`src/rtl/hmac512_pkg.sv`:
```
// Shared types and helpers for the SHA-512 datapath.
// Holds the FIFO word format, error codes and padding helpers.
package hmac512_pkg;

    typedef logic [63:0] sha_word_t;

    typedef struct packed {
        sha_word_t  data;
        logic [7:0] mask;
    } sha_fifo_t;

    typedef enum logic [31:0] {
        NoError                    = 32'h0000_0000,
        SwHashStartWhenShaDisabled = 32'h0000_0002,
        SwHashStartWhenActive      = 32'h0000_0004
    } err_code_e;

    typedef enum logic [2:0] {
        PadIdle,
        PadMsg,
        Pad80,
        PadZero,
        PadLenHi,
        PadLenLo
    } pad_st_e;

    function automatic logic [3:0] popcnt8(logic [7:0] m);
        logic [3:0] c;
        c = '0;
        for (int i = 0; i < 8; i++) begin
            c = c + {3'b000, m[i]};
        end
        return c;
    endfunction

    // Mask is contiguous from the MSB, so byte n is the first free byte.
    function automatic sha_word_t pad_word(sha_word_t data, logic [7:0] mask);
        sha_word_t r;
        int        n;
        r = '0;
        for (int i = 0; i < 8; i++) begin
            if (mask[7-i]) r[63-8*i -: 8] = data[63-8*i -: 8];
        end
        n = int'(popcnt8(mask));
        if (n < 8) r[63-8*n -: 8] = 8'h80;
        return r;
    endfunction

endpackage

```
`src/rtl/sha512_pad_seq.sv`:
```
// SHA-512 message padding sequencer.
// Passes message words through, then appends delimiter, zero fill and length.
module sha512_pad_seq
    import hmac512_pkg::*;
#(
    parameter int LenW = 128
) (
    input  logic            clk_i,
    input  logic            rst_ni,
    input  logic            sha_en_i,
    input  logic            hash_start_i,
    input  logic            hash_process_i,
    input  logic            fifo_rvalid_i,
    input  logic [71:0]     fifo_rdata_i,
    output logic            fifo_rready_o,
    output logic            shaf_rvalid_o,
    output logic [63:0]     shaf_rdata_o,
    input  logic            shaf_rready_i,
    output logic            shaf_last_o,
    output logic [LenW-1:0] msg_len_o,
    output logic            hash_done_o,
    output logic            err_valid_o,
    output logic [31:0]     err_code_o
);

    pad_st_e         st_q, st_d;
    logic [3:0]      idx_q, idx_d;
    logic [LenW-1:0] len_q, len_d;
    logic            proc_q, proc_d;
    logic            done_q, done_d;
    logic            errv_q, errv_d;
    err_code_e       errc_q, errc_d;

    sha_fifo_t  fifo_w;
    logic [3:0] idx_nx;
    logic       acc;
    logic       full;

    assign fifo_w = sha_fifo_t'(fifo_rdata_i);
    assign idx_nx = idx_q + 4'd1;
    assign acc    = shaf_rvalid_o && shaf_rready_i;
    assign full   = (fifo_w.mask == 8'hFF);

    always_comb begin
        st_d          = st_q;
        idx_d         = idx_q;
        len_d         = len_q;
        proc_d        = proc_q;
        done_d        = 1'b0;
        errv_d        = 1'b0;
        errc_d        = errc_q;
        shaf_rvalid_o = 1'b0;
        shaf_rdata_o  = '0;
        shaf_last_o   = 1'b0;
        fifo_rready_o = 1'b0;

        unique case (st_q)
            PadIdle: begin
                if (hash_start_i && sha_en_i) begin
                    st_d   = PadMsg;
                    idx_d  = '0;
                    len_d  = '0;
                    proc_d = hash_process_i;
                end
            end
            PadMsg: begin
                proc_d        = proc_q | hash_process_i;
                fifo_rready_o = shaf_rready_i;
                shaf_rvalid_o = fifo_rvalid_i;
                shaf_rdata_o  = full ? fifo_w.data
                                     : pad_word(fifo_w.data, fifo_w.mask);
                if (acc) begin
                    len_d = len_q + LenW'({popcnt8(fifo_w.mask), 3'b000});
                    idx_d = idx_nx;
                    if (!full) st_d = (idx_nx == 4'd14) ? PadLenHi : PadZero;
                end else if (!fifo_rvalid_i && proc_q) begin
                    st_d = Pad80;
                end
            end
            Pad80: begin
                shaf_rvalid_o = 1'b1;
                shaf_rdata_o  = 64'h8000_0000_0000_0000;
                if (acc) begin
                    idx_d = idx_nx;
                    st_d  = (idx_nx == 4'd14) ? PadLenHi : PadZero;
                end
            end
            PadZero: begin
                shaf_rvalid_o = 1'b1;
                if (acc) begin
                    idx_d = idx_nx;
                    if (idx_nx == 4'd14) st_d = PadLenHi;
                end
            end
            PadLenHi: begin
                shaf_rvalid_o = 1'b1;
                shaf_rdata_o  = len_q[LenW-1 -: 64];
                if (acc) begin
                    idx_d = idx_nx;
                    st_d  = PadLenLo;
                end
            end
            PadLenLo: begin
                shaf_rvalid_o = 1'b1;
                shaf_rdata_o  = len_q[63:0];
                shaf_last_o   = 1'b1;
                if (acc) begin
                    idx_d  = idx_nx;
                    st_d   = PadIdle;
                    done_d = 1'b1;
                end
            end
            default: st_d = PadIdle;
        endcase

        if (hash_start_i) begin
            if (st_q != PadIdle) begin
                errv_d = 1'b1;
                errc_d = SwHashStartWhenActive;
            end else if (!sha_en_i) begin
                errv_d = 1'b1;
                errc_d = SwHashStartWhenShaDisabled;
            end
        end

        // Disable aborts the message but keeps the length for software.
        if (!sha_en_i) begin
            shaf_rvalid_o = 1'b0;
            shaf_last_o   = 1'b0;
            fifo_rready_o = 1'b0;
            st_d          = PadIdle;
            proc_d        = 1'b0;
            idx_d         = idx_q;
            len_d         = len_q;
            done_d        = 1'b0;
        end
    end

    always_ff @(posedge clk_i) begin
        if (!rst_ni) begin
            st_q   <= PadIdle;
            idx_q  <= '0;
            len_q  <= '0;
            proc_q <= 1'b0;
            done_q <= 1'b0;
            errv_q <= 1'b0;
            errc_q <= NoError;
        end else begin
            st_q   <= st_d;
            idx_q  <= idx_d;
            len_q  <= len_d;
            proc_q <= proc_d;
            done_q <= done_d;
            errv_q <= errv_d;
            errc_q <= errc_d;
        end
    end

    assign msg_len_o   = len_q;
    assign hash_done_o = done_q;
    assign err_valid_o = errv_q;
    assign err_code_o  = errc_q;

endmodule

```
`config.mk`:
```
export PLATFORM = sky130hd
export DESIGN_NAME = sha512_pad_seq
export DESIGN_NICKNAME = d
export VERILOG_FILES = /design/src/rtl/hmac512_pkg.sv /design/src/rtl/sha512_pad_seq.sv
export SDC_FILE = /design/constraint.sdc
export NUM_CORES = 1
export LEC_CHECK = 0
export CAP_MARGIN = 20
export CORE_ASPECT_RATIO = 0.9
export CORE_MARGIN = 2
export CORE_UTILIZATION = 30
export DETAILED_ROUTE_END_ITERATION = 8
export PLACE_DENSITY = 0.69
export SLEW_MARGIN = 25
export SYNTH_ARGS = -nofsm -noshare
export SYNTH_HDL_FRONTEND = slang
export SYNTH_SLANG_ARGS = --single-unit
```
`constraint.sdc`:
```
create_clock -name clk_i -period 15.03 [get_ports clk_i]
set_clock_uncertainty 0.1 [all_clocks]
set_input_delay 1.503 -clock clk_i [delete_from_list [all_inputs] [get_ports clk_i]]
set_output_delay 1.503 -clock clk_i [all_outputs]
set_load 0.02 [all_outputs]
```
# After elaboration in Yosys (flattened, before gate mapping)
# Index checks and enable logic that the tools add are counted.
[op_classes]
add_sub_neg = 11
mul = 0
div = 0
n_lt_le_gt_ge = 1
eq_ne = 18
shift = 2
n_mux = 50
bitwise_logic = 1
reduce_logical = 18
[op_table]
columns = ["op", "n"]
rows = [
  ["$mux 128", 2],
  ["$pmux 128 s2", 1],
  ["$pmux 64 s4", 1],
  ["$add 128x7->128", 1],
  ["$mux 64", 2],
  ["$mux 8", 16],
  ["$shift 8x33->71 const A", 1],
  ["$shiftx 8x33->71 const A", 1],
  ["$bwmux 64", 1],
  ["$mux 32", 2],
  ["$neg 8->33", 1],
  ["$mux 3", 10],
  ["$pmux 3 s6", 1],
  ["$add 4x1->4", 4],
  ["$ne 2x2->1 const B", 7],
  ["$mux 1", 9],
  ["$eq 8x8->1 const B", 1],
  ["$mux 4", 2],
  ["$pmux 4 s2", 1],
  ["$reduce_and 2->1", 4],
  ["$reduce_and 4->1", 2],
  ["$reduce_and 8->1", 1],
  ["$sub 6x7->8 const A", 1],
  ["$eq 3x2->1 const B", 2],
  ["20 further kinds", 27],
]
[word_totals]
ff_bits = 170
latch_bits = 0
ramBits = 0
romBits = 0
input_bits = 79
elab_cells = 108
n_memories = 0

# Logic depth before layout (Yosys ltp)
[logic_depth]
ltp_word = 14
mapped_depth = 19

# Worst setup path before layout
# No wires, ideal clock.
[synth_path]
path_kind = "input to output"
start = "input fifo_rdata_i[0]"
end = "output shaf_rdata_o[32]"
arrival_time_ns = 5.229
required_time_ns = 13.427
setup_slack_ns = 8.198
stages = 15
path_buffers = 1
path_cell_list = "inv_1 -> fa_1 -> fa_1 -> fa_1 -> inv_1 -> ha_1 -> inv_1 -> fa_1 -> xor2_1 -> inv_1 -> or4_1 -> and3_1 -> clkbuf_1 -> a222oi_1 -> inv_1"
[synth_via]
elab_chain_cells = 14
[synth_rtl]
columns = ["element", "line", "text"]
rows = [
  ["start, declared", "sha512_pad_seq.sv:14", "input logic [71:0] fifo_rdata_i,"],
  ["$add 1x1->2", "hmac512_pkg.sv:31", "c = c + {3'b000, m[i]};"],
  ["$add 2x1->3", "hmac512_pkg.sv:31", ""],
  ["$add 3x1->4", "hmac512_pkg.sv:31", ""],
  ["$add 4x1->4 (4 in a row)", "hmac512_pkg.sv:31", ""],
  ["$sub 6x7->8", "hmac512_pkg.sv:45", "if (n < 8) r[63-8*n -: 8] = 8'h80;"],
  ["$neg 8->33", "hmac512_pkg.sv:45", ""],
  ["$shiftx 8x33->71 / $shift 8x33->71 (equally long branches)", "hmac512_pkg.sv:45", ""],
  ["$bwmux 64", "hmac512_pkg.sv:45", ""],
  ["$mux 64", "hmac512_pkg.sv:45", ""],
  ["$mux 64 *", "sha512_pad_seq.sv:70", "shaf_rdata_o = full ? fifo_w.data"],
  ["$pmux 64 s4 *", "sha512_pad_seq.sv:57", "unique case (st_q)"],
  ["end, declared", "sha512_pad_seq.sv:17", "output logic [63:0] shaf_rdata_o,"],
]
# Every way passes the cells marked *; elsewhere a longest branch is shown, timed or not.

# Worst setup path in the final report
# Ends and elaborated chain as after synthesis.

==> results.toml <==
[outcome]
status = "finished clean"

[clock_network]
cts_buffers = 17
cts_max_level = 4
hold_buffers = 0
postCtsSetupRepairBufs = 0
clock_sinks = 137
cts_root_buf = "clkbuf_16"
cts_tree = "yes"
ctsResizeCount = 0
clk_latency_ns = 0.42
cts_max_path_buffers = 2
path_clk_slew_ns = 0.06

[worst_setup_path]
r2r_setup_slack_ns = 11.10
startpoint_type = "input port"
path_class = "in -> out"
max_stage_delay_ns = 0.55
cp_max_fo = 7
r2r_start = "msg_len_o[6]$_SDFFE_PN0P_"
path_cells = "clkdlybuf4s50_1 -> inv_1 -> fa_1 -> fa_1 -> fa_1 -> inv_1 -> ha_1 -> inv_1 -> fa_1 -> xor2_1 -> inv_1 -> or4_1 -> and3_1 -> a222oi_1 -> inv_1 -> clkdlybuf4s50_1"
crit_arrival_ns = 6.56
critPathSlowestCell = "fa_1"
reg2reg_to = "msg_len_o[111]$_SDFFE_PN0P_"
cp_data_required_time_ns = 13.43
crit_path_frequent_cell = "inv_1"
end_kind = "output pin"
worst-r2r-cell-count = 7

[drt]
met1_length_mm = 16.0
via_per_inst = 5.59
dr_total_vias = 10000
dr_wl_met3_mm = 2.83
drc_errors = 0
detail-route-antenna-nets = 0
wl_met2_mm = 16.0
drtIter0Drc = 1029
first_pass_iters = 8
drt_wl_total_mm = 35.7
top_layer_used = "met4"
avgRoutedWirePerCell_um = 19.9

[min_path]
min_to = "proc_q$_SDFFE_PN0P_"
hold_start = "proc_q$_SDFFE_PN0P_"
hold_path.class = "reg -> reg"
holdPathStages = 2

[logic_synthesis]
synthArstFlopShare_pct = 0
syn-instance-count = 1145
synth_top_area_share_pct = 30.7
yosys.cell_count.top_type = "dfxtp_1"
yosysSeqAreaShare_pct = 30.7
synth_ff_type = "dfxtp_1"
yosys.area.top_type = "dfxtp_1"
postSynthAreaPerCell_um2 = 7.80
synth.area.top_cells = "dfxtp_1 31%, a222oi_1 5.2%, xor2_1 4.9%"
ys_seq_elements = 137
netlist_area_um2 = 8930
ys_types = 68
ys_top_cells_by_count = "137 x dfxtp_1, 107 x nor2_1, 81 x inv_1"
synth_edf_count = 0
synth_warnings = 0

[timing]
min_period_ns = 8.16
finalSetupViolCount = 0
fin_setup_tns_ns = 0
min_period_over_period_pct = 54.3
setup_ws_ns = 6.87
hold_viol = 0
max_freq_mhz = 123
tightest_slew_ns = 0.984
rsz0062_at_grt = "false"
drv_slew = 0
relSlewSlack_pct = 34.4

[die]
rows = 59
die_area_um2 = 31200
ios = 308
die_x_um = 186
die_y_um = 168
core_um2 = 29100
start_util_pct = 30.7

[placed_design]
gp_congestion = 0.882
hpwl_mm = 26.7
numPortBuffers = 274
pre_cts_ws_ns = 6.88

[global_route]
grt_pass1_vias = 9096
grt_max_degree = 100
grt_usage_pct = 22.1
grt_pass1_wl_mm = 53.1
antenna_found_initial = 0
grt_remaining_overflow = 0

[finish]
area_growth_pct = 39.7
drive_above_1_share_pct = 5.65
multi_input_area_um2 = 5540
fin_nets = 1480
seq_area_um2 = 2740
fill_cells = 2918

[power]
p_leak_nw = 4.54
power.density_nw_per_um2 = 71.6
irDropWorstVdd_uv = 72.5

[job]
drv_cap = 0
## report_power, final
part / internal [mW] / switching, mW / total (mW)
Clock: 0.234 / 0.168 / 0.402
Sequential: 0.364 / 0.00159 / 0.366
Combinational: 0.0521 / 0.0726 / 0.125
## placed cells by master (no fill, tap or decap), types with 10 or more instances in the layout
| cell | count |
|---|---|
| dfxtp_1 | 137 |
| xnor2_1 | 19 |
| clkbuf_16 | 17 |
| and3_1 | 30 |
| o21ai_0 | 56 |
| nor4_1 | 17 |
| a22o_1 | 10 |
| a21o_1 | 10 |
| conb_1 | 33 |
| clkdlybuf4s50_1 | 274 |
| or3_1 | 42 |
| o31ai_1 | 19 |
| xor2_1 | 50 |
| inv_1 | 81 |
| nor3_1 | 13 |
| a21oi_1 | 73 |
| nor2b_1 | 10 |
| nand4_1 | 64 |
| nand3_1 | 53 |
| nand2_1 | 70 |
| nor2_1 | 107 |
| or4_1 | 23 |
| ha_1 | 11 |
| a222oi_1 | 46 |
## worst max-delay path: cells and delay by family
| family | cells | cell delay (ns) |
|---|---|---|
| adders and majority gates | 5 | 1.95 |
| and+or+nand+nor | 2 | 0.88 |
| xor gates and xnor gates | 1 | 0.35 |
| buffers and inverters | 7 | 1.53 |
| AOI/OAI and AO/OA | 1 | 0.34 |
## per-stage QoR
step	area, µm²	total power, mW	hold WS (ns)	instances	utilization, %
finish	12500	0.892	0.376	1795	42.9
global placement	11900	0.494	0.357	1762	40.9
CTS	12500	0.897	0.373	1794	42.8
global route	12500	0.925	0.398	1794	42.9
floorplan	9050	0.453	0.339	1177	-
detailed placement	11900	0.496	0.363	1762	40.9
## cell families after synthesis
logic type,synth area share (%)
XOR/XNOR,6.77
multiplexers,0.617
other,0.0420
flip-flops,30.7
adder cells (fa/ha/maj),2.66
AO/OA/AOI/OAI,18.9
buffers and inverters,8.89
AND/OR/NAND/NOR,31.4
## final cells by class
| type | count | share of cell area, % |
|---|---|---|
| inverters | 81 | 2.44 |
| clock buffers | 20 | 3.58 |
| repair buffers | 283 | 22.6 |
| well taps | 396 | 3.97 |
| clock inverters | 12 | 0.954 |
| flip-flops and latches | 137 | 22.0 |
| multi-input cells | 865 | 44.5 |
| diodes | 1 | 0.0201 |
## state kept, by name (all words and copies together) (netlist names)
signal	count
msg_len_o	125
proc_q	1
idx_q	4
st_q	3
hash_done_o	1
err_valid_o	1
err_code_o	2
## worst max path at each step
stage,start,endpoint,slack (ns)
after floorplan,fifo_rdata_i[0],shaf_rdata_o[32],8.20
after global placement,fifo_rdata_i[0],shaf_rdata_o[32],6.98
after detailed placement,fifo_rdata_i[0],shaf_rdata_o[33],6.88
after CTS,fifo_rdata_i[0],shaf_rdata_o[32],6.86
after global routing,fifo_rdata_i[0],shaf_rdata_o[32],6.48
final,fifo_rdata_i[0],shaf_rdata_o[32],6.87
## routing by layer
metal	track usage (%)	up-vias
met3	4.44	46
li1	-	4651
met5	0	-
met4	6.44	0
met1	30.6	4872
met2	34.6	461
Note: power is estimated with default switching activity, not from simulation.
